## config.mk

```make
export PLATFORM = sky130hd
export DESIGN_NAME = gac_win_sched
export DESIGN_NICKNAME = d
export VERILOG_FILES = /design/src/rtl/gac_win_sched.sv
export SDC_FILE = /design/constraint.sdc
export NUM_CORES = 1
export LEC_CHECK = 0
export CAP_MARGIN = 20
export CORE_UTILIZATION = 38
export CTS_BUF_LIST = sky130_fd_sc_hd__clkbuf_2 sky130_fd_sc_hd__clkbuf_4 sky130_fd_sc_hd__clkbuf_8
export DETAILED_ROUTE_END_ITERATION = 6
export PLACE_DENSITY = 0.55
export SYNTH_ARGS = -nofsm -noshare
export SYNTH_HDL_FRONTEND = slang
export SYNTH_SLANG_ARGS = --single-unit
```

## constraint.sdc

```tcl
create_clock -name clk -period 10.5 [get_ports clk]
set_input_delay 2.1 -clock clk [delete_from_list [all_inputs] [get_ports clk]]
set_output_delay 2.1 -clock clk [all_outputs]
set_load 0.02 [all_outputs]
```

## src/rtl/gac_win_sched.sv

```systemverilog
// Measurement-window scheduler on the 134-bit config chain: sequences N start/end windows for scm
// and forwards every foreign config beat one cycle later.
module gac_win_sched #(
  parameter logic [7:0]  LMID      = 8'd8,
  parameter logic [31:0] ADDR_BASE = 32'h8000_0000
) (
  input  logic         clk,
  input  logic         rst_n,
  input  logic [133:0] cin_data,
  input  logic         cin_data_wr,
  output logic         cout_ready,
  output logic [133:0] cout_data,
  output logic         cout_data_wr,
  input  logic         cin_ready,
  output logic         sched_sent_start,
  output logic         sched_sent_end,
  output logic         sched_busy
);

  typedef enum logic [2:0] {
    StIdle = 3'd0,
    StRun  = 3'd1,
    StEnd  = 3'd2,
    StGap  = 3'd3,
    StDone = 3'd4
  } state_e;

  state_e state_q, state_d;

  logic [133:0] cout_data_q, cout_data_d;
  logic         cout_wr_q, cout_wr_d;
  logic         drop_q, drop_d;

  logic [31:0] cfg_win_len_q, cfg_win_len_d;
  logic [31:0] cfg_gap_len_q, cfg_gap_len_d;
  logic [31:0] cfg_win_cnt_q, cfg_win_cnt_d;
  logic        start_q, start_d;
  logic        abort_q, abort_d;

  logic [31:0] win_len_act_q, win_len_act_d;
  logic [31:0] gap_len_act_q, gap_len_act_d;
  logic [31:0] win_cyc_q, win_cyc_d;
  logic [31:0] gap_cyc_q, gap_cyc_d;
  logic [31:0] win_done_q, win_done_d;
  logic [31:0] cyc_cnt_q, cyc_cnt_d;
  logic        done_flag_q, done_flag_d;
  logic        abort_pend_q, abort_pend_d;
  logic        last_q, last_d;

  // Config beat decode
  logic        beat_acc;
  logic        is_hdr;
  logic        is_tail;
  logic        to_me;
  logic        is_wr;
  logic        is_rd;
  logic        rd_hit;
  logic [31:0] offset;
  logic [31:0] status;
  logic [31:0] rdata;

  assign beat_acc = cin_data_wr & cin_ready;
  assign is_hdr   = (cin_data[133:132] == 2'b01);
  assign is_tail  = (cin_data[133:132] == 2'b10);
  assign to_me    = (cin_data[103:96] == LMID);
  assign is_wr    = (cin_data[126:124] == 3'b010);
  assign is_rd    = (cin_data[126:124] == 3'b001);
  assign offset   = cin_data[95:64] - ADDR_BASE;
  assign rd_hit   = (offset == 32'd8) || (offset == 32'd9) || (offset == 32'd10);
  assign status   = {27'b0, done_flag_q, 1'b0, state_q};

  always_comb begin
    case (offset)
      32'd8:   rdata = status;
      32'd9:   rdata = win_done_q;
      32'd10:  rdata = cyc_cnt_q;
      default: rdata = '0;
    endcase
  end

  always_comb begin
    cout_data_d   = '0;
    cout_wr_d     = 1'b0;
    drop_d        = drop_q;
    cfg_win_len_d = cfg_win_len_q;
    cfg_gap_len_d = cfg_gap_len_q;
    cfg_win_cnt_d = cfg_win_cnt_q;
    start_d       = 1'b0;
    abort_d       = 1'b0;
    if (beat_acc) begin
      if (drop_q) begin
        // Swallow the tail belonging to a consumed local write.
        if (is_tail) drop_d = 1'b0;
      end else if (is_hdr && to_me && is_wr) begin
        drop_d = 1'b1;
        case (offset)
          32'd0: begin
            start_d = cin_data[0];
            abort_d = cin_data[1];
          end
          32'd1:   cfg_win_len_d = cin_data[31:0];
          32'd2:   cfg_gap_len_d = cin_data[31:0];
          32'd3:   cfg_win_cnt_d = cin_data[31:0];
          default: ;
        endcase
      end else if (is_hdr && to_me && is_rd && rd_hit) begin
        cout_data_d = {cin_data[133:128], 4'b1011, cin_data[123:112], cin_data[103:96],
                       cin_data[111:104], cin_data[95:32], rdata};
        cout_wr_d   = 1'b1;
      end else begin
        cout_data_d = cin_data;
        cout_wr_d   = 1'b1;
      end
    end
  end

  // Window sequencer
  logic go;
  logic last_win;
  logic enter_run;

  assign go       = start_q & ~abort_q;
  assign last_win = (cfg_win_cnt_q != 32'd0) && ((win_done_q + 32'd1) == cfg_win_cnt_q);

  always_comb begin
    state_d       = state_q;
    win_len_act_d = win_len_act_q;
    gap_len_act_d = gap_len_act_q;
    win_cyc_d     = win_cyc_q;
    gap_cyc_d     = gap_cyc_q;
    win_done_d    = win_done_q;
    cyc_cnt_d     = cyc_cnt_q;
    done_flag_d   = done_flag_q;
    abort_pend_d  = abort_pend_q;
    last_d        = last_q;
    enter_run     = 1'b0;
    case (state_q)
      StIdle, StDone: begin
        if (go) begin
          state_d      = StRun;
          enter_run    = 1'b1;
          win_done_d   = '0;
          cyc_cnt_d    = '0;
          done_flag_d  = 1'b0;
          abort_pend_d = 1'b0;
          last_d       = 1'b0;
        end
      end
      StRun: begin
        cyc_cnt_d = cyc_cnt_q + 32'd1;
        win_cyc_d = win_cyc_q + 32'd1;
        if (abort_q) begin
          abort_pend_d = 1'b1;
          state_d      = StEnd;
        end else if (win_cyc_q == (win_len_act_q - 32'd1)) begin
          state_d = StEnd;
        end
      end
      StEnd: begin
        win_done_d   = win_done_q + 32'd1;
        last_d       = last_win;
        abort_pend_d = 1'b0;
        if (abort_q || abort_pend_q) begin
          state_d = StIdle;
        end else if (gap_len_act_q != 32'd0) begin
          state_d   = StGap;
          gap_cyc_d = '0;
        end else if (last_win) begin
          state_d     = StDone;
          done_flag_d = 1'b1;
        end else begin
          state_d   = StRun;
          enter_run = 1'b1;
        end
      end
      StGap: begin
        if (abort_q) begin
          state_d = StIdle;
        end else if (gap_cyc_q == (gap_len_act_q - 32'd1)) begin
          if (last_q) begin
            state_d     = StDone;
            done_flag_d = 1'b1;
          end else begin
            state_d   = StRun;
            enter_run = 1'b1;
          end
        end else begin
          gap_cyc_d = gap_cyc_q + 32'd1;
        end
      end
      default: state_d = StIdle;
    endcase
    // Lengths are sampled per window so mid-window writes apply to the next one.
    if (enter_run) begin
      win_cyc_d     = '0;
      win_len_act_d = (cfg_win_len_q == 32'd0) ? 32'd1 : cfg_win_len_q;
      gap_len_act_d = cfg_gap_len_q;
    end
  end

  always_ff @(posedge clk or negedge rst_n) begin
    if (!rst_n) begin
      state_q       <= StIdle;
      cout_data_q   <= '0;
      cout_wr_q     <= 1'b0;
      drop_q        <= 1'b0;
      cfg_win_len_q <= '0;
      cfg_gap_len_q <= '0;
      cfg_win_cnt_q <= '0;
      start_q       <= 1'b0;
      abort_q       <= 1'b0;
      win_len_act_q <= '0;
      gap_len_act_q <= '0;
      win_cyc_q     <= '0;
      gap_cyc_q     <= '0;
      win_done_q    <= '0;
      cyc_cnt_q     <= '0;
      done_flag_q   <= 1'b0;
      abort_pend_q  <= 1'b0;
      last_q        <= 1'b0;
    end else begin
      state_q       <= state_d;
      cout_data_q   <= cout_data_d;
      cout_wr_q     <= cout_wr_d;
      drop_q        <= drop_d;
      cfg_win_len_q <= cfg_win_len_d;
      cfg_gap_len_q <= cfg_gap_len_d;
      cfg_win_cnt_q <= cfg_win_cnt_d;
      start_q       <= start_d;
      abort_q       <= abort_d;
      win_len_act_q <= win_len_act_d;
      gap_len_act_q <= gap_len_act_d;
      win_cyc_q     <= win_cyc_d;
      gap_cyc_q     <= gap_cyc_d;
      win_done_q    <= win_done_d;
      cyc_cnt_q     <= cyc_cnt_d;
      done_flag_q   <= done_flag_d;
      abort_pend_q  <= abort_pend_d;
      last_q        <= last_d;
    end
  end

  assign cout_ready       = cin_ready;
  assign cout_data        = cout_data_q;
  assign cout_data_wr     = cout_wr_q;
  assign sched_sent_start = (state_q == StRun);
  assign sched_sent_end   = (state_q == StEnd);
  assign sched_busy       = (state_q != StIdle) && (state_q != StDone);

endmodule

```

Yosys cells after proc, flatten, opt, wreduce, memory -nomap -nowiden
Cells that the tools add are included.
{"block": "op_classes", "addsub": 7, "muxes": 59, "n_eq_ne": 31, "reduce_logical": 31, "bitwise": 4}
{"cell": "134-bit two-way mux", "n": 3}
{"cell": "32-bit two-way mux", "n": 8}
{"cell": "32-bit one-hot mux with 2 select lines", "n": 3}
{"cell": "32-bit by 1-bit adder with 32-bit output, second input constant", "n": 4}
{"cell": "128-bit two-way mux", "n": 1}
{"cell": "32-bit equality test", "n": 3}
{"cell": "32-bit by 4-bit equality test with 1-bit output, second input constant", "n": 3}
{"cell": "32-bit one-hot mux with 3 select lines", "n": 1}
{"cell": "32-bit by 2-bit equality test with 1-bit output, second input constant", "n": 2}
{"cell": "32-bit zero test", "n": 2}
{"cell": "32-bit nonzero test", "n": 2}
{"cell": "32-bit by 1-bit subtractor with 32-bit output, second input constant", "n": 2}
{"cell": "32-bit by 1-bit equality test with 1-bit output, second input constant", "n": 1}
{"cell": "32-bit subtractor, second input constant", "n": 1}
{"cell": "1-bit two-way mux", "n": 29}
{"cell": "3-bit two-way mux", "n": 9}
{"cell": "2-bit inequality test, second input constant", "n": 7}
{"cell": "3-bit one-hot mux with 4 select lines", "n": 1}
{"cell": "4-bit AND reduction", "n": 3}
{"cell": "3-bit by 2-bit equality test with 1-bit output, second input constant", "n": 3}
{"cell": "1-bit one-hot mux with 3 select lines", "n": 3}
{"cell": "3-bit nonzero test", "n": 3}
{"cell": "8-bit by 4-bit equality test with 1-bit output, second input constant", "n": 1}
{"cell": "8-bit AND reduction", "n": 1}
{"cell": "18 further kinds", "n": 36}
{"block": "totals", "reg_bits": 432, "word_cells": 150, "output_inout_bits": 139, "inputBits": 138}

Logic depth before layout (Yosys ltp)
Gate-level depths: netlist (run 1).
{"block": "logic_depth", "depth_word": 9, "mapped_depth": 15, "mapped_depth_nobuf": 11}

Worst setup path after synthesis (run 1)
Ideal clock, no wire load.
{"block": "synth_timing", "kind": "input-to-output", "startpoint": "input port cin_ready", "endpoint": "output port cout_ready", "path_buffers": 1, "slack_ns": 6.166, "required_ns": 8.400, "t_arrival_ns": 2.234, "path_stages": 1, "path_cell_list": "buf_4"}
{"item": "start: declaration", "line": "14", "text": "input logic cin_ready,"}
{"item": "end: declaration", "line": "11", "text": "output logic cout_ready,"}
No word-level cell between the ends.

Worst setup path in the final report (run 1)
{"block": "layout_timing", "startpoint": "input port cin_ready", "endpoint": "output port cout_ready"}
No word-level cell between the ends.

==> Implementation_results.wiki, run 1 <==
{| class="wikitable"
! Metric !! Value
|-
| Critical register-to-register path startpoint || gap_len_act_q[4]
|-
| Largest driver fanout on the critical path || 2
|-
| Power consumption || approximately 3.6 mW
|-
| Fmax achieved || 189 MHz
|-
| Iteration-0 DRC count of the detailed router || between 1,000 and 1,500
|-
| Layout Skew || roughly 33 ps
|-
| Fraction of the yosys area taken by sequential cells || about 50%
|-
| Via count of the routed design || approximately 17,000
|-
| Worst vdd rail ir drop || roughly 90 uV
|-
| Count of nets after finishing || around 2,500
|-
| Sinks on the clock net || between 400 and 500
|-
| End-of-flow core utilization || slightly below 50%
|-
| Count of flip-flops with a built-in enable after synthesis || 0
|-
| Cell at the root of the clock tree || sky130_fd_sc_hd__clkbuf_8
|-
| Wire length of the first global-routing pass || just over 100 mm
|-
| Chip width || 240 um
|-
| CTS Hold Bufs || 0
|-
| Kind of critical path || input pin to output pin
|-
| Crit-path max cell delay || a little over 600 ps
|-
| GRT Util Overall || 23.5%
|-
| Most frequent cells in the layout || sky130_fd_sc_hd__dfrtp_1 (432), sky130_fd_sc_hd__clkdlybuf4s50_1 (275), sky130_fd_sc_hd__nor2_1 (178)
|-
| Fraction of synthesis flops using an asynchronous set or reset pin || 100%
|-
| Placer Congestion || about 0.9
|-
| Overflow after GRT || 0
|-
| Top-Level Pins || roughly 280
|-
| Critical path cell sequence || clkdlybuf4s50_1, clkdlybuf4s50_1
|-
| Post_cts resized || 0
|-
| Final critical-path setup slack || approximately 5200 ps
|-
| CP Launch Point || cin_ready
|-
| TritonRoute pass-1 iters || 7
|-
| Count of final hold-check violations || 0
|-
| Wire length reported by the detailed router || ~67 mm
|-
| Number of port buffers || 276
|-
| Core Footprint || roughly 55,000 um2
|-
| Hold wc startpoint || cfg_gap_len_q[22]
|-
| Layout cell share with drive strength beyond 1 || approximately 14%
|-
| Arr. time, crit path || around 3200 ps
|-
| Reg clk slew, reported paths || 60 ps
|-
| Total nets after synthesis || 2,232
|-
| Number of buffers inserted by post-CTS setup repair || 0
|-
| Number of H-tree levels || 3
|-
| Kind of end point of the critical path || output pin
|-
| Bufs and invs on worst path || 2
|-
| Fin crit share || 50.5%
|-
| Syn Inst Count || around 2,100
|-
| Antenna violations before repair || 7
|-
| Residual antenna-violating net count after detailed routing || 0
|-
| Maximum number of pins on one net before global-route repair || around 110
|-
| Met3 track utilization from global routing || 6.22%
|-
| Cell row count || 86
|-
| Critical path's slowest cell || sky130_fd_sc_hd__clkdlybuf4s50_1
|-
| Most used flip-flop cell after synthesis || sky130_fd_sc_hd__dfrtp_1
|-
| Via count normalized by instance count || about 5.5
|-
| Vias in the first global route || between 15,000 and 20,000
|-
| Number of buffers inserted during clock tree synthesis || 80
|-
| Power per standard cell area || around 140 nW/um2
|-
| CP Data Required Time || ~8400 ps
|-
| Grt met1 use || 31.1%
|-
| Unrepaired setup endpoints after global routing || false
|-
| Maximum root-to-sink buffer count || 3
|-
| Clock tree from TritonCTS || built
|-
| Drt wl/cell || between 20 and 25 um
|-
| Total setup violations reported at the end of the flow || 0
|-
| M2 GR Usage || roughly 37%
|-
| Average instance area after synthesis || slightly above 10 um2
|-
| Leakage Power || roughly 12 nW
|-
| Number of storage elements in the synthesis netlist || roughly 430
|-
| Max-capacitance violation count || 0
|-
| Initial Util || 38.7%
|-
| Leading cell type in the layout, fill and taps excluded || sky130_fd_sc_hd__dfrtp_1
|-
| Shortest period the worst path allows || ~5300 ps
|-
| Total of warnings raised by yosys || 0
|-
| Fin Setup TNS || 0 ps
|-
| Sort of element at the start of the critical path || input pin
|-
| Area of the die || 57,400 um2
|-
| Type of the tightest min-delay check || flop to flop
|-
| Cell type group with the largest total delay on the critical path || buffers and inverters
|-
| Normalized max-slew margin || 29.9%
|-
| Distinct cell type count of the synthesized netlist || 76
|-
| CP most frequent cell || sky130_fd_sc_hd__clkdlybuf4s50_1
|-
| Max-slew violation count || 0
|-
| Skew-Pair Late Insertion Delay || 680 ps
|-
| Setup slack after placement || ~4800 ps
|-
| Die height || between 200 and 250 um
|-
| Busiest layer in global routing || met2
|-
| Detailed placer's ending HPWL || roughly 48 mm
|-
| Outcome || finished, final reports clean
|-
| Synth Cell Area || 21,500 um2
|-
| DRC violation count after routing || 0
|-
| Layout area overhead || 23.9%
|-
| Worst-Margin Slew || between 1000 and 1500 ps
|}
==> worst reg2reg max path, cell delays in order, from the launching register on <==
cell	delay, ps
sky130_fd_sc_hd__dfrtp_1	470
sky130_fd_sc_hd__or4_1	710
sky130_fd_sc_hd__nor3_1	600
sky130_fd_sc_hd__nand2_1	210
sky130_fd_sc_hd__nand4b_1	290
sky130_fd_sc_hd__a2111oi_0	630
sky130_fd_sc_hd__nand4_1	290
sky130_fd_sc_hd__o211ai_4	600
sky130_fd_sc_hd__buf_4	790
sky130_fd_sc_hd__mux2_2	570
==> logic make-up after synthesis <==
logic type | after synthesis | share of synthesized area [%]
xor gates and xnor gates | 159 | 6.49
buffers and inverters | 156 | 2.93
adders and majority gates | 6 | 0.350
and+or+nand+nor | 844 | 20.9
DFF | 432 | 50.4
muxes | 184 | 9.52
AOI/OAI and AO/OA | 307 | 9.42
==> registers in the layout, indices dropped and copies added (netlist names) <==
name and count:
abort_pend_q 1, cyc_cnt_q 32, last_q 1, win_done_q 32
win_len_act_q 32, start_q 1, win_cyc_q 32, gap_len_act_q 32
cfg_win_len_q 32, cout_data 134, cfg_win_cnt_q 32, cout_data_wr 1
cfg_gap_len_q 32, drop_q 1, abort_q 1, done_flag_q 1
state_q 3, gap_cyc_q 32
==> through the flow <==
| step | cells | hold slack [ps] | area, um2 |
|---|---|---|---|
| finish | 3156 | 497 | 26600 |
| global placement | 3011 | 482 | 24800 |
| CTS | 3151 | 502 | 26600 |
| floorplan | 2088 | 444 | 21500 |
| detailed placement | 3011 | 489 | 24800 |
| global route | 3156 | 515 | 26600 |
==> per-layer routing <==
layer | share of wire (%) | up-vias
met5 | 0.024 | -
met4 | 2.7 | 2
met3 | 7.1 | 115
met2 | 47 | 536
met1 | 43 | 8685
li1 | - | 8082
==> final cells by class <==
cell class	count	area, um2
inverters	33	124
multi-input cells	1500	10000
flip-flops and latches	432	10800
clock buffers	119	1510
clock inverters	21	196
diodes	3	7.51
well taps	748	936
repair buffers	300	2970
fillers	5210	28800
==> synthesized netlist by cell type (all sizes together), types with 11 or more instances <==
master  instances  area share, %
and3          125            3.6
o21ai         104            2.4
or3            13           0.38
a21o           12           0.42
xnor2         102            4.2
nor3           69            1.6
nor2          179            3.1
dfrtp         432             50
mux2i          26            1.2
nand2         131            2.3
mux2          158            8.3
nor3b          11           0.38
nand3          81            1.9
a221oi         28            1.1
and4           16           0.65
a21oi          59            1.4
a31oi          11           0.32
nand4          54            1.6
o31ai          28           0.98
nor4           49            1.4
inv            32           0.56
nand2b         26           0.76
clkbuf         97            1.7
xor2           57            2.3
buf            26           0.66
or4            13           0.45
and2           21           0.61
==> path summary, 6_finish.rpt <==
| path | end | slack (ps) | cells past startpoint |
|---|---|---|---|
| max | cout_ready | 5200 | 2 |
| min in group asynchronous | gap_len_act_q[19] | 1510 | 1 |
| min reg2reg | gap_len_act_q[22] | 500 | 1 |
| max reg2reg | win_len_act_q[24] | 5200 | 9 |
| min | gap_len_act_q[22] | 500 | 1 |
| max in group asynchronous | cout_data[53] | 6660 | 3 |
==> where the power goes <==
part / switching (mW) / internal, mW
registers: 0.00576 / 1.69
logic: 0.121 / 0.0926
clock network: 0.748 / 0.979
Note: power is estimated with default switching activity, not from simulation.
==> run 2, diff against run 1 <==
==> constraint.sdc (replaced) <==
create_clock -name clk -period 5.5 [get_ports clk]
set_input_delay 1.1 -clock clk [delete_from_list [all_inputs] [get_ports clk]]
set_output_delay 1.1 -clock clk [all_outputs]
set_load 0.02 [all_outputs]
==> run 2 against run 1 <==
  * Die area did not move
  * Clock skew up 2.6 ps
  * Hold slack got worse by 43 ps
  * Critical path type is now flop to flop
  * Highest routed layer is now met4
==> Implementation_results.wiki, run 2 (synthesis results as in run 1) <==
{| class="wikitable"
! Metric !! Value
|-
| Outcome || finished, final reports clean (unchanged)
|-
| Critical register-to-register path startpoint || gap_len_act_q[4] (unchanged)
|-
| Number of port buffers || 276 (unchanged)
|-
| Critical path's slowest cell || sky130_fd_sc_hd__or4_1 (was sky130_fd_sc_hd__clkdlybuf4s50_1)
|-
| Residual antenna-violating net count after detailed routing || 0 (unchanged)
|-
| Sequential share of power || 46.7% (was 46.6%)
|-
| Design area || 26,700 um2 (was 26,600 um2)
|-
| Fmax achieved || approximately 220 MHz
|-
| Final critical-path setup slack || 890 ps (was 5200 ps)
|-
| Maximum root-to-sink buffer count || 3 (unchanged)
|-
| CP Data Required Time || 6040 ps (was 8400 ps)
|-
| Sw Share || 24.4% (was 24.1%)
|-
| Skew-Pair Late Insertion Delay || 680 ps (about the same)
|-
| End of the worst register-to-register path || win_len_act_q[15] (was win_len_act_q[24])
|-
| Number of buffers inserted during clock tree synthesis || 79 (was 80)
|-
| Chip width || 240 um (unchanged)
|-
| Overflow after GRT || 0 (unchanged)
|-
| GRT Util Overall || 23.6% (was 23.5%)
|-
| Type of the tightest min-delay check || input pin to asynchronous set/reset pin (was flop to flop)
|-
| Kind of critical path || flop to flop (was input pin to output pin)
|-
| Part of the total power dissipated in combinational logic || 5.9% (about the same)
|-
| Fill cell count || 5,175 (was 5,210)
|-
| Most frequent cells in the layout || sky130_fd_sc_hd__dfrtp_1 (432), sky130_fd_sc_hd__clkdlybuf4s50_1 (275), sky130_fd_sc_hd__nor2_1 (178) (unchanged)
|-
| DRC violation count after routing || 0 (unchanged)
|-
| Die height || 240 um (unchanged)
|-
| TritonRoute pass-1 iters || 5 (was 7)
|-
| Total setup violations reported at the end of the flow || 0 (unchanged)
|-
| Cell at the root of the clock tree || sky130_fd_sc_hd__clkbuf_8 (unchanged)
|-
| Sinks on the clock net || 432 (unchanged)
|-
| Count of cell instances traversed by the critical path || 9 (was 2)
|-
| Bufs and invs on worst path || 1 (was 2)
|-
| Path depth of the worst reg2reg path || 9 (unchanged)
|-
| Power per standard cell area || 259 nW/um2 (was 137 nW/um2)
|-
| CTS Hold Bufs || 0 (unchanged)
|-
| Detailed placer's ending HPWL || 47.9 mm (was 47.7 mm)
|-
| Vias in the first global route || 17,400 (was 17,300)
|-
| Critical path cell sequence || or4_1, nor3_1, nand2_1, nand4b_1, a2111oi_0, nand4_1, o211ai_4, buf_12, mux2_2 (was clkdlybuf4s50_1, clkdlybuf4s50_1)
|-
| Critical path capture point || win_len_act_q[15] (was cout_ready)
|-
| Fin Setup TNS || 0 ps (unchanged)
|-
| Setup slack after placement || 956 ps (was 4810 ps)
|-
| Layout cell share with drive strength beyond 1 || 14.5% (was 14.3%)
|-
| Maximum number of pins on one net before global-route repair || 137 (was 114)
|-
| Worst R2R Setup Slack || 890 ps (was 5200 ps)
|-
| Cell row count || 86 (unchanged)
|-
| Sort of element at the start of the critical path || flop (was input pin)
|-
| Crit-path max cell delay || 710 ps (was 610 ps)
|-
| Via count normalized by instance count || 5.52 (about the same)
|-
| Unrepaired setup endpoints after global routing || false (unchanged)
|-
| Wire length reported by the detailed router || 66.8 mm (was 66.7 mm)
|-
| Reg area || 10,800 um2 (unchanged)
|-
| Worst-Margin Slew || 1020 ps (was 1040 ps)
|-
| Placer Congestion || 0.888 (was 0.893)
|-
| Reg clk slew, reported paths || 60 ps (about the same)
|-
| Clock network fraction of design power || 47.4% (was 47.6%)
|-
| Post-detailed-placement cell area || 25,000 um2 (was 24,800 um2)
|-
| Cell type group with the largest total delay on the critical path || simple AND/OR/NAND/NOR gates (was buffers and inverters)
|-
| Max-capacitance violation count || 0 (unchanged)
|-
| Count of final hold-check violations || 0 (unchanged)
|-
| Kind of end point of the critical path || flop (was output pin)
|-
| Shortest period the worst path allows || between 4000 and 5000 ps
|-
| Switching power total || 1.69 mW (was 0.874 mW)
|-
| Core Footprint || 55,400 um2 (unchanged)
|-
| Fin crit share || 83.8%
|-
| Iteration-0 DRC count of the detailed router || 1,166 (was 1,371)
|-
| Worst vdd rail ir drop || 173 uV (was 89.1 uV)
|-
| Internal Dissipation || 5.22 mW (was 2.76 mW)
|-
| Area of the die || 57,400 um2 (unchanged)
|-
| Leading cell type in the layout, fill and taps excluded || sky130_fd_sc_hd__dfrtp_1 (unchanged)
|-
| Number of buffers inserted by post-CTS setup repair || 0 (unchanged)
|-
| Clock tree from TritonCTS || built (unchanged)
|-
| Area used by multi-input combinational logic || 10,000 um2 (unchanged)
|-
| Post_cts resized || 0 (unchanged)
|-
| Final-layout worst hold slack || 454 ps (was 497 ps)
|-
| Leakage Power || 12.3 nW (about the same)
|-
| Wire length of the first global-routing pass || 105 mm (was 104 mm)
|-
| Initial Util || 38.7% (unchanged)
|-
| Largest driver fanout on the critical path || 77 (was 2)
|-
| Max-slew violation count || 0 (unchanged)
|-
| Arr. time, crit path || 5150 ps (was 3200 ps)
|-
| Top-Level Pins || 277 (unchanged)
|-
| Number of H-tree levels || 3 (unchanged)
|-
| Count of nets after finishing || 2,495 (was 2,491)
|-
| Drt wl/cell || 21.1 um (about the same)
|-
| Normalized max-slew margin || 31.7% (was 29.9%)
|-
| Layout area overhead || 24.3% (was 23.9%)
|-
| Antenna violations before repair || 7 (unchanged)
|-
| Via count of the routed design || 17,500 (was 17,400)
|-
| Flip-flop count of the largest register after layout || 134 (unchanged)
|-
| Layout Skew || 35.9 ps (was 33.3 ps)
|-
| CP Launch Point || gap_len_act_q[4] (was cin_ready)
|}
-- run 2: cell count changes in the layout (fill, tap and decap cells not counted), moves of 2 or more --
cell and change:
sky130_fd_sc_hd__clkinv_2 -2, sky130_fd_sc_hd__clkinv_8 +2, sky130_fd_sc_hd__buf_12 +4, sky130_fd_sc_hd__clkbuf_4 +4
sky130_fd_sc_hd__clkbuf_8 -2
-- run 2: how the worst min path moves through the flow --
| stage | startpoint | end | slack [ps] | cells after the start |
|---|---|---|---|---|
| after detailed placement | cfg_gap_len_q[0] | cfg_gap_len_q[0] | 480 | 2 |
| after global routing | rst_n | cfg_win_len_q[30] | 510 | 1 |
| final | rst_n | cfg_win_len_q[30] | 450 | 1 |
| after CTS | rst_n | cfg_win_len_q[30] | 480 | 1 |
| after global placement | cfg_gap_len_q[0] | cfg_gap_len_q[0] | 480 | 2 |
| after floorplan | cfg_gap_len_q[0] | cfg_gap_len_q[0] | 440 | 2 |
-- run 2: routing by layer --
metal | global-route usage (%) | wire [um]
met5 | 0 | 0
met4 | 6.12 | 1330
met3 | 5.82 | 4190
met2 | 37.7 | 31600
met1 | 31.9 | 29700
-- run 2: power groups by stage --
stage	logic (mW)	clock network [mW]	registers, mW
6_report	0.405	3.28	3.23
5_1_grt	0.437	3.53	3.23
4_1_cts	0.414	3.38	3.23
3_5_place_dp	0.413	0	3.28
3_3_place_gp	0.412	0	3.28
2_1_floorplan	0.0501	0	3.34
-- run 2: final cells by class --
cell class | instances | area share [%]
sequential | 432 | 40.5
clock buffer | 121 | 5.68
tap | 748 | 3.51
clock inverter | 19 | 0.671
inverter | 33 | 0.464
antenna | 2 | 0.0188
multi-input combinational | 1500 | 37.6
timing repair buffer | 305 | 11.5
-- run 2: metrics by stage --
stage,utilization (%),total power [mW],instances
after floorplan,-,3.39,2088
after global placement,45.0,3.70,3015
after detailed placement,45.0,3.70,3016
after CTS,48.1,7.02,3156
after global routing,48.1,7.19,3160
final,48.1,6.91,3160
==> run 3, diff against run 2 <==
--- a/config.mk
+++ b/config.mk
@@ -9,7 +9,7 @@
 export CORE_UTILIZATION = 38
 export CTS_BUF_LIST = sky130_fd_sc_hd__clkbuf_2 sky130_fd_sc_hd__clkbuf_4 sky130_fd_sc_hd__clkbuf_8
 export DETAILED_ROUTE_END_ITERATION = 6
-export PLACE_DENSITY = 0.55
+export PLACE_DENSITY = 0.58
 export SYNTH_ARGS = -nofsm -noshare
 export SYNTH_HDL_FRONTEND = slang
 export SYNTH_SLANG_ARGS = --single-unit
==> constraint.sdc (replaced) <==
create_clock -name clk -period 3.85 [get_ports clk]
set_input_delay 0.77 -clock clk [delete_from_list [all_inputs] [get_ports clk]]
set_output_delay 0.77 -clock clk [all_outputs]
set_load 0.02 [all_outputs]
==> run 3 against run 2 <==
  * Worst setup slack got worse by 720 ps
  * Sequential power grew 43%
  * Hold slack improved by 31 ps
  * Clock skew up 28 ps
  * Power is 43% higher
  * Critical path type unchanged
  * Critical endpoint is now gap_cyc_q[23]
  * Largest cell class unchanged
==> Implementation_results.wiki, run 3 (synthesis results as in run 1) <==
{| class="wikitable"
! Metric !! Value
|-
| Outcome || finished, final reports clean (unchanged)
|-
| Largest driver fanout on the critical path || 10 (was 77)
|-
| Core Footprint || 55,400 um2 (unchanged)
|-
| Sort of element at the start of the critical path || flop (unchanged)
|-
| Leading cell type in the layout, fill and taps excluded || sky130_fd_sc_hd__dfrtp_1 (unchanged)
|-
| GRT Util Overall || 23.6% (about the same)
|-
| Overflow after GRT || 0 (unchanged)
|-
| Area of the die || 57,400 um2 (unchanged)
|-
| Antenna violations before repair || 6 (was 7)
|-
| Maximum number of pins on one net before global-route repair || 124 (was 137)
|-
| Met3 track utilization from global routing || 5.90% (was 5.82%)
|-
| Kind of critical path || flop to flop (unchanged)
|-
| Count of nets after finishing || 2,562 (was 2,495)
|-
| Layout Skew || 63.5 ps (was 35.9 ps)
|-
| Fin crit share || 95.6% (was 83.8%)
|-
| Vias in the first global route || 17,800 (was 17,400)
|-
| Power per standard cell area || 360 nW/um2 (was 259 nW/um2)
|-
| End-of-flow core utilization || 49.6% (was 48.1%)
|-
| Layout area overhead || 27.9% (was 24.3%)
|-
| Type of the tightest min-delay check || flop to flop (was input pin to asynchronous set/reset pin)
|-
| Wire length reported by the detailed router || 67.2 mm (was 66.8 mm)
|-
| Drt wl/cell || 20.8 um (was 21.1 um)
|-
| CP Data Required Time || 4420 ps (was 6040 ps)
|-
| M2 GR Usage || 36.5% (was 37.7%)
|-
| Top-Level Pins || 277 (unchanged)
|-
| Skew-Pair Late Insertion Delay || 690 ps (was 680 ps)
|-
| Worst R2R Setup Slack || 170 ps (was 890 ps)
|-
| Placer Congestion || 0.905 (was 0.888)
|-
| Residual antenna-violating net count after detailed routing || 0 (unchanged)
|-
| Shortest period the worst path allows || 3680 ps (was 4610 ps)
|-
| Normalized max-slew margin || 54.0% (was 31.7%)
|-
| Wire length of the first global-routing pass || 104 mm (was 105 mm)
|-
| Cell row count || 86 (unchanged)
|-
| Fmax achieved || 272 MHz (was 217 MHz)
|-
| Number of port buffers || 276 (unchanged)
|-
| Number of buffers inserted during clock tree synthesis || 78 (was 79)
|-
| Max-slew violation count || 0 (unchanged)
|-
| Fill cell count || 5,066 (was 5,175)
|-
| Layout cell share with drive strength beyond 1 || 17.6% (was 14.5%)
|-
| Initial Util || 38.7% (unchanged)
|-
| Max-capacitance violation count || 0 (unchanged)
|-
| Kind of end point of the critical path || flop (unchanged)
|-
| ANT cells || 0 (was 2)
|-
| Detailed placer's ending HPWL || 48.0 mm (was 47.9 mm)
|-
| Maximum root-to-sink buffer count || 3 (unchanged)
|-
| Die height || 240 um (unchanged)
|-
| Iteration-0 DRC count of the detailed router || 1,379 (was 1,166)
|-
| Total setup violations reported at the end of the flow || 0 (unchanged)
|-
| Cell at the root of the clock tree || sky130_fd_sc_hd__clkbuf_8 (unchanged)
|-
| Fin Setup TNS || 0 ps (unchanged)
|-
| Clock tree from TritonCTS || built (unchanged)
|-
| Chip width || 240 um (unchanged)
|-
| Design area || 27,500 um2 (was 26,700 um2)
|-
| Flip-flop count of the largest register after layout || 134 (unchanged)
|-
| Sinks on the clock net || 432 (unchanged)
|-
| Post-detailed-placement cell area || 25,400 um2 (was 25,000 um2)
|-
| Via count of the routed design || 17,800 (was 17,500)
|-
| Setup slack after placement || 31.8 ps (was 956 ps)
|-
| Arr. time, crit path || 4250 ps (was 5150 ps)
|-
| Most frequent cells in the layout || sky130_fd_sc_hd__dfrtp_1 (430), sky130_fd_sc_hd__clkdlybuf4s50_1 (275), sky130_fd_sc_hd__nor2_1 (177) (was sky130_fd_sc_hd__dfrtp_1 (432), sky130_fd_sc_hd__clkdlybuf4s50_1 (275), sky130_fd_sc_hd__nor2_1 (178))
|-
| Final critical-path setup slack || 169 ps (was 890 ps)
|-
| Number of H-tree levels || 3 (unchanged)
|-
| Reg clk slew, reported paths || 60 ps (about the same)
|-
| Worst-Margin Slew || 690 ps (was 1020 ps)
|-
| TritonRoute pass-1 iters || 5 (unchanged)
|-
| DRC violation count after routing || 0 (unchanged)
|-
| Grt met1 use || 31.7% (was 31.9%)
|-
| Via count normalized by instance count || 5.52 (about the same)
|-
| Busiest layer in global routing || met2 (unchanged)
|-
| Count of final hold-check violations || 0 (unchanged)
|-
| Worst vdd rail ir drop || 282 uV (was 173 uV)
|-
| Leakage Power || 12.8 nW (was 12.3 nW)
|}
-- run 3: what timing repair did --
action | 4_1_cts | 5_1_grt
setup buffers | 0 | 12
endpoints found under the setup margin | 3 | 105
hold buffers | 1 | 0
gates cloned | 0 | 7
hold endpoints to repair | 33 | 0
gates resized for setup | 1 | 24
pin swaps | 0 | 4
-- run 3: per-stage QoR --
stage               power [mW]  hold slack, ps  std cells
global placement          5.28             466       3066
CTS                       10.0             485       3206
global route              10.3             514       3225
detailed placement        5.28             475       3066
floorplan                 4.84             444       2088
finish                    9.89             484       3225
-- run 3: layout make-up --
type | instances | area (um2) | area share [%]
flip-flops and latches | 432 | 10800 | 39.4
clock buffers | 127 | 1600 | 5.82
repair buffers | 373 | 3730 | 13.6
well taps | 748 | 936 | 3.41
inverters | 33 | 124 | 0.451
multi-input cells | 1500 | 10100 | 36.9
clock inverters | 12 | 119 | 0.433
-- run 3: critical path: stages (launching register included) --
cell and delay [ps]:
sky130_fd_sc_hd__dfrtp_2 430, sky130_fd_sc_hd__inv_1 70, sky130_fd_sc_hd__ha_2 160, sky130_fd_sc_hd__or3b_4 400, sky130_fd_sc_hd__buf_4 170, sky130_fd_sc_hd__or4_1 410
sky130_fd_sc_hd__o31ai_2 230, sky130_fd_sc_hd__a21oi_1 130, sky130_fd_sc_hd__or4_4 560, sky130_fd_sc_hd__a2111oi_4 300, sky130_fd_sc_hd__buf_6 190, sky130_fd_sc_hd__a211oi_4 120
sky130_fd_sc_hd__nand2b_1 120, sky130_fd_sc_hd__mux2_2 330
-- run 3: final timing paths --
path                                  start             to  cells after the start
max                        gap_len_act_q[0]  gap_cyc_q[23]                     13
min                           cyc_cnt_q[31]  cyc_cnt_q[31]                      1
max reg2reg                gap_len_act_q[0]  gap_cyc_q[23]                     13
min reg2reg                   cyc_cnt_q[31]  cyc_cnt_q[31]                      1
max in group asynchronous             rst_n  cyc_cnt_q[20]                      3
min in group asynchronous             rst_n   gap_cyc_q[7]                      2
-- run 3: layer usage --
metal  vias up  wire length [um]
met4         0              2010
li1       8218                 -
met1      8868             29200
met3       128              5060
met5         -                 0
met2       579             30900
-- run 3: power by group --
part	switching [mW]	total, mW	internal, mW
registers	0.0155	4.61	4.60
logic	0.319	0.580	0.261
clock network	1.95	4.70	2.75
total	2.28	9.89	7.61
